$ cat config.mk
export PLATFORM = sky130hd
export DESIGN_NAME = sequential_restoring_divider
export DESIGN_NICKNAME = d
export VERILOG_FILES = /design/src/rtl/sequential_restoring_divider.sv
export SDC_FILE = /design/constraint.sdc
export NUM_CORES = 1
export LEC_CHECK = 0
export CELL_PAD_IN_SITES_DETAIL_PLACEMENT = 0
export CELL_PAD_IN_SITES_GLOBAL_PLACEMENT = 1
export CORE_MARGIN = 4
export CORE_UTILIZATION = 34
export CTS_CLUSTER_DIAMETER = 60
export DETAILED_ROUTE_END_ITERATION = 8
export PLACE_DENSITY_LB_ADDON = 0.1
export REMOVE_ABC_BUFFERS = 1
export SKIP_LAST_GASP = 1
export SLEW_MARGIN = 20
export SYNTH_ARGS = -nofsm -noshare
export SYNTH_HDL_FRONTEND = slang
export SYNTH_SLANG_ARGS = --single-unit
$ cat constraint.sdc
create_clock -name clk -period 2.6 [get_ports clk]
set_input_delay 0.78 -clock clk [delete_from_list [all_inputs] [get_ports clk]]
set_output_delay 0.78 -clock clk [all_outputs]
set_load 0.005 [all_outputs]
$ cat src/rtl/sequential_restoring_divider.sv
// Multi-cycle unsigned restoring divider: one quotient bit per clock,
// with a start/ready/done handshake and divide-by-zero flagging.
module sequential_restoring_divider #(
  parameter int WIDTH = 4
) (
  input  logic             clk,
  input  logic             rst,
  input  logic             start,
  input  logic [WIDTH-1:0] dividend,
  input  logic [WIDTH-1:0] divisor,
  output logic             ready,
  output logic             done,
  output logic [WIDTH-1:0] quotient,
  output logic [WIDTH-1:0] remainder,
  output logic             div_by_zero
);

  localparam int            CW         = $clog2(WIDTH + 1);
  localparam logic [CW-1:0] COUNT_INIT = CW'(WIDTH);

  localparam logic [1:0] IDLE = 2'd0;
  localparam logic [1:0] RUN  = 2'd1;
  localparam logic [1:0] DONE = 2'd2;

  logic [1:0]       state;
  logic [CW-1:0]    count;
  logic [WIDTH-1:0] part_rem;
  logic [WIDTH-1:0] dvd_reg;
  logic [WIDTH-1:0] dvs_reg;

  logic [WIDTH:0]   shifted;
  logic [WIDTH:0]   sub_res;
  logic [WIDTH-1:0] trial;
  logic             borrow;
  logic [WIDTH-1:0] rem_next;
  logic [WIDTH-1:0] quo_next;

  // Ripple subtraction a - b as a + ~b + 1; returns {borrow, low WIDTH diff bits}.
  // The top bit only feeds the final carry since a successful trial fits in WIDTH bits.
  function automatic logic [WIDTH:0] ripple_sub(input logic [WIDTH:0] a,
                                                input logic [WIDTH:0] b);
    logic             c;
    logic             bi;
    logic [WIDTH-1:0] d;
    c = 1'b1;
    d = '0;
    for (int i = 0; i < WIDTH; i++) begin
      bi   = ~b[i];
      d[i] = a[i] ^ bi ^ c;
      c    = (a[i] & bi) | (a[i] & c) | (bi & c);
    end
    bi = ~b[WIDTH];
    c  = (a[WIDTH] & bi) | (a[WIDTH] & c) | (bi & c);
    return {~c, d};
  endfunction

  always_comb begin
    shifted  = {part_rem, dvd_reg[WIDTH-1]};
    sub_res  = ripple_sub(shifted, {1'b0, dvs_reg});
    borrow   = sub_res[WIDTH];
    trial    = sub_res[WIDTH-1:0];
    rem_next = borrow ? shifted[WIDTH-1:0] : trial;
    quo_next = {dvd_reg[WIDTH-2:0], ~borrow};
  end

  assign ready = (state == IDLE) || (state == DONE);
  assign done  = (state == DONE);

  // The dividend register doubles as the quotient shift register; the output
  // registers only change at completion (or at acceptance for a zero divisor).
  always_ff @(posedge clk) begin
    if (rst) begin
      state       <= IDLE;
      count       <= '0;
      part_rem    <= '0;
      dvd_reg     <= '0;
      dvs_reg     <= '0;
      quotient    <= '0;
      remainder   <= '0;
      div_by_zero <= 1'b0;
    end else begin
      case (state)
        IDLE, DONE: begin
          if (start) begin
            dvd_reg  <= dividend;
            dvs_reg  <= divisor;
            part_rem <= '0;
            if (divisor == '0) begin
              state       <= DONE;
              count       <= '0;
              quotient    <= '1;
              remainder   <= dividend;
              div_by_zero <= 1'b1;
            end else begin
              state       <= RUN;
              count       <= COUNT_INIT;
              div_by_zero <= 1'b0;
            end
          end else begin
            state <= IDLE;
          end
        end
        RUN: begin
          part_rem <= rem_next;
          dvd_reg  <= quo_next;
          count    <= count - 1'b1;
          if (count == CW'(1)) begin
            state     <= DONE;
            quotient  <= quo_next;
            remainder <= rem_next;
          end
        end
        default: state <= IDLE;
      endcase
    end
  end

endmodule

Word-level counts from Yosys, hierarchy flattened
Cells that the tools add are included.
- bits in registers: 26
- input port bits: 11
- output and inout bits: 11
- logic and storage cells: 77
- $add $sub $neg: 1
- equal/unequal tests: 6
- multiplexer cells: 21
- bitwise operators: 33
- reduce and logical (&&, ||, !) cells: 8
- operators by type and width (operator ; count):
    $mux W4 ; 9
    $pmux W4 S2 ; 4
    $and A1 B1 Y1 ; 11
    $or A1 B1 Y1 ; 10
    $xor A1 B1 Y1 ; 7
    $mux W2 ; 3
    $mux W3 ; 2
    $ne A2 B2 Y1 const B ; 3
    $pmux W3 S2 ; 1
    $not A1 Y1 ; 5
    $logic_not A4 Y1 ; 1
    $pmux W2 S2 ; 1
    $reduce_and A2 Y1 ; 2
    $reduce_and A4 Y1 ; 1
    $eq A3 B1 Y1 const B ; 1
    $sub A3 B1 Y3 const B ; 1
    $eq A2 B1 Y1 const B ; 1
    $eq A2 B2 Y1 const B ; 1
    $logic_not A2 Y1 ; 1
    $reduce_bool A2 Y1 ; 1
    $reduce_or A2 Y1 ; 1
    $logic_or A1 B1 Y1 ; 1
    $mux W1 ; 1

Longest topological paths before layout
Gate-level depths: netlist (run 1).
- word-level depth: 19
- gate-level depth with buffers: 13
- depth with buffers taken out: 12

Worst setup path before layout (run 1)
No wires, ideal clock.
- kind: register -> register
- start point: register dvd_reg[3]
- end point: register remainder[3]
- library setup time: 0.067 ns
- data arrival time: 2.474 ns
- required time: 2.533 ns
- setup slack: 0.058 ns
- cell stages (with the launch flop): 14
- path buffers: 1
- clock period less this slack: 2.542 ns
- cells stage by stage: dfxtp_1 inv_1 ha_1 inv_1 fa_1 inv_1 fa_1 inv_1 fa_1 or2_2 clkbuf_1 mux2i_1 a211o_1 a21oi_2
- cells in the longest elaborated chain, start to end: 18
- elaborated cells between the ends (all ways): 22
- those cells by class: mux: 3; bitwise: 19
- RTL lines (what ; RTL line ; RTL):
    from (decl) ; 28 ; logic [WIDTH-1:0] dvd_reg;
    from (signal assigned) ; 85 ; dvd_reg <= dividend;
    from (signal assigned) ; 105 ; dvd_reg <= quo_next;
    $and A1 B1 Y1 ; 50 ; c = (a[i] & bi) | (a[i] & c) | (bi & c);
    $or A1 B1 Y1 (*) (2 in series) ; 50 ;
    $and A1 B1 Y1 ; 50 ;
    $or A1 B1 Y1 ; 50 ;
    $or A1 B1 Y1 (*) ; 50 ;
    $and A1 B1 Y1 ; 50 ;
    $or A1 B1 Y1 ; 50 ;
    $or A1 B1 Y1 (*) ; 50 ;
    $and A1 B1 Y1 ; 50 ;
    $or A1 B1 Y1 (2 in series) ; 50 ;
    $and A1 B1 Y1 ; 53 ; c = (a[WIDTH] & bi) | (a[WIDTH] & c) | (bi & c);
    $or A1 B1 Y1 (2 in series) ; 53 ;
    $mux W4 (*) ; 62 ; rem_next = borrow ? shifted[WIDTH-1:0] : trial;
    $mux W4 (*) ; 107 ; if (count == CW'(1)) begin
    $pmux W4 S2 (*) ; 82 ; case (state)
    to (signal assigned) ; 92 ; remainder <= dividend;
    to (signal assigned) ; 110 ; remainder <= rem_next;
    to (decl) ; 14 ; output logic [WIDTH-1:0] remainder,
Mark *: on every way between the ends. The rest lies on a longest branch, timed or not. The select of a mux whose other input is x is not followed.
A chain may end at the register's enable or synchronous reset.

Worst setup path after layout (run 1)
- start point: register dvd_reg[3]
- end point: register remainder[0]
- cells in the longest elaborated chain, start to end: 18
- elaborated cells between the ends (all ways): 23
- those cells by class: mux: 3; bitwise: 20
- RTL lines (what ; RTL line):
    $and A1 B1 Y1 ; 50
    $or A1 B1 Y1 (2 in series) ; 50
    $and A1 B1 Y1 ; 50
    $or A1 B1 Y1 (2 in series) ; 50
    $and A1 B1 Y1 ; 50
    $or A1 B1 Y1 (2 in series) ; 50
    $and A1 B1 Y1 ; 50
    $or A1 B1 Y1 (2 in series) ; 50
    $and A1 B1 Y1 ; 53
    $or A1 B1 Y1 (2 in series) ; 53
    $mux W4 (*) ; 62
    $mux W4 (*) ; 107
    $pmux W4 S2 (*) ; 82
Marks and branches as above.

==> summary.md, run 1 <==
| Metric | Value |
|---|---|
| Post-synth cell types | 31 |
| Type of the most critical hold path | reg2reg |
| Fmax | 393 MHz |
| Clock Skews | around 3 ps |
| Syn Area/Cell | approximately 8.5 um^2 |
| Cell Area, Synth | approximately 1200 um^2 |
| #FFs+latches synth | 26 |
| Vias in the first global route | approximately 1000 |
| Antenna violations before repair | 0 |
| Die H | around 68 um |
| Kind of critical path | reg2reg |
| Worst-path fanout max | 5 |
| Arr. time, crit path | 2790 ps |
| First-pass GRT wire length | 4520 um |
| Final hold vios | 0 |
| Hpwl dp | 2020 um |
| Tot GR Track Use | 12.9% |
| DRC viols | 0 |
| Leak pwr | 0.575 nW |
| Worst-path clk slew | 140 ps |
| PD cells | 555 nW/um^2 |
| Status | complete, no violations |
| Root buf cell | clkbuf_4 |
| Critical Path Start Type | register |
| Final net count | 183 |
| RSZ-0062 raised after global routing | false |
| CTS sink cnt | 26 |
| Worst Setup End Kind | register |
| Worst slew margin | 66.7% |
| Via-to-Cell Ratio | slightly below 5 |
| Largest net degree at the start of global routing | 27 |
| Initial core utilization | 35.8% |
| Tcrit/Tclk final | between 90% and 100% |
| First-pass DRT Iterations | 4 |
| CTS tree | yes |
| Fin util | between 40% and 50% |
| Die Area | 4590 um^2 |
| CTS Buf Count | 3 |
| Max-cap viol count | 0 |
| Post-DRT Antenna Nets | 0 |
| Peak VDD IR | 253 uV |
| Initial DRC count | 26 |
| Worst Path Required | 2850 ps |
| Ports | 22 |
| Area added between synthesis and finish | 29.8% |
| Core area | 3390 um^2 |
| Syn Inst Count | 143 |
| Total grt overflow | 0 |
| Final Slew Violations | 0 |
| Synth warnings | 0 |
| Layout cells sized above 1 | 17.6% |
| DRT Wirelength | 2680 um |
| Ant. Diodes | 0 |
| H-tree depth | 1 |
| Crit path time final | 2540 ps |
| Setup_tns | 0 ps |
| Via count | slightly above 1000 |
| Skew-Pair Late Insertion Delay | 310 ps |
| Final GP Congestion | 0.715 |
| FP Rows | 21 |
| PortBufs | 21 |
| Final setup violation count | 0 |
| Clock buffer depth | 2 |
| Die X | roughly 68 um |
| Seq/Total Area, Yosys | 42.8% |
| WL per Instance | 12.7 um |
| Least-Margin Pin Slew | 498 ps |
==> kinds of logic after synthesis <==
| kind of cell | Yosys count | synth area share (%) |
|---|---|---|
| and+or+nand+nor | 58 | 21.6 |
| DFF | 26 | 42.8 |
| AOI/OAI and AO/OA | 32 | 19.3 |
| muxes | 2 | 1.65 |
| buffers and inverters | 19 | 6.59 |
| adders and majority gates | 6 | 8.03 |
==> through the flow <==
stage	std cells	total power, mW	setup WS, ps	instance area (um^2)	hold slack [ps]
after detailed placement	206	0.650	8.92	1490	454
after floorplan	134	0.566	154	1170	430
after CTS	210	0.862	48.8	1530	474
after global routing	211	0.929	6.14	1580	497
final	211	0.874	58.3	1580	470
after global placement	206	0.646	39.7	1490	447
==> cells in the final DEF, fill, tap and decap left out, types with 2 or more instances in the layout <==
cell type and instances:
fa_2 3, clkbuf_4 3, dfxtp_1 24, ha_1 2
dfxtp_2 2, clkdlybuf4s50_1 21, nor2_1 23, or2b_2 2
inv_1 6, a21oi_1 10, nor2b_1 4, inv_2 4
a211oi_1 7, nand2_1 20, a311oi_1 4, o21ai_0 2
nor3_1 4, buf_4 5
==> timing repair <==
item / CTS / global route
buffers inserted: 0 / 1
hold buffers: 0 / 0
cloned: 0 / 0
setup endpoints to repair: 2 / 6
resized for setup: 1 / 14
hold endpoints to repair: 0 / 0
pin swaps: 0 / 6
==> worst paths after layout <==
kind | from | slack (ps) | depth (start not counted) | endpoint
hold reg to reg | dvs_reg[1] | 470 | 2 | dvs_reg[1]
setup reg to reg | dvd_reg[3] | 60 | 12 | remainder[0]
setup / recovery | dvd_reg[3] | 60 | 12 | remainder[0]
hold / removal | dvs_reg[1] | 470 | 2 | dvs_reg[1]
==> power by group <==
group	leakage [nW]	switching [mW]	internal [mW]	total [mW]
logic	0.341	0.112	0.112	0.224
clock network	0.0210	0.117	0.0854	0.203
registers	0.213	0.0202	0.427	0.447
total	0.575	0.249	0.625	0.874
==> routing by layer <==
metal | vias to the layer above | share of wire, % | track usage, %
li1 | 527 | - | -
met4 | 0 | 0.63 | 3.72
met1 | 471 | 44 | 15.3
met5 | - | 0 | 0
met3 | 2 | 3.4 | 2.16
met2 | 17 | 52 | 23.8
==> Yosys cell counts, drive strengths merged <==
library cell	count	share of area, %
or2b	2	1.4
o22a	1	1.4
nand3b	1	0.62
nor3b	1	0.62
a211oi	8	4.9
nand2b	1	0.52
or2	1	0.52
nand2	20	6.2
nor2b	4	2.1
nor2	23	7.1
a21oi	11	4.8
ha	3	3.1
or4	1	0.93
a211o	1	0.72
mux2i	2	1.6
a2bb2oi	1	0.72
o2bb2ai	1	0.72
dfxtp	26	43
o22ai	1	1.0
clkbuf	5	1.5
buf	4	2.0
a31oi	1	0.52
a21o	1	0.62
o21ai	2	0.82
a311oi	4	2.9
fa	3	4.9
inv	10	3.1
nor3	4	1.6
==> final cells by class <==
cell class,instances,area [um^2]
fill,337,1810
multi-input combinational,98,654
sequential,26,523
timing repair buffer,27,268
tap,46,57.6
inverter,10,37.5
clock buffer,4,36.3
==> critical path, stage by stage (launching register included) <==
cell and delay (ps):
dfxtp_2 360, inv_2 60, ha_4 120, inv_2 30
fa_2 340, inv_2 70, fa_2 190, inv_2 40
fa_2 350, or2_4 300, a211oi_1 340, a211oi_1 80
nor3_1 180
Note: power is estimated with default switching activity, not from simulation.
==> inputs of run 2 (changes only) <==
--- a/config.mk
+++ b/config.mk
@@ -5,6 +5,7 @@
 export SDC_FILE = /design/constraint.sdc
 export NUM_CORES = 1
 export LEC_CHECK = 0
+export CAP_MARGIN = 20
 export CELL_PAD_IN_SITES_DETAIL_PLACEMENT = 0
 export CELL_PAD_IN_SITES_GLOBAL_PLACEMENT = 1
 export CORE_MARGIN = 4
==> results of run 2 <==
No change in the layout: final DEF, timing and power equal those of run 1.
==> inputs of run 3 (changes only) <==
--- a/config.mk
+++ b/config.mk
@@ -19,3 +19,4 @@
 export SYNTH_ARGS = -nofsm -noshare
 export SYNTH_HDL_FRONTEND = slang
 export SYNTH_SLANG_ARGS = --single-unit
+export TNS_END_PERCENT = 50
==> results of run 3 <==
No change in the layout: final DEF, timing and power equal those of run 1.
Main changes from that run: number of gates resized after CTS 1 -> 0
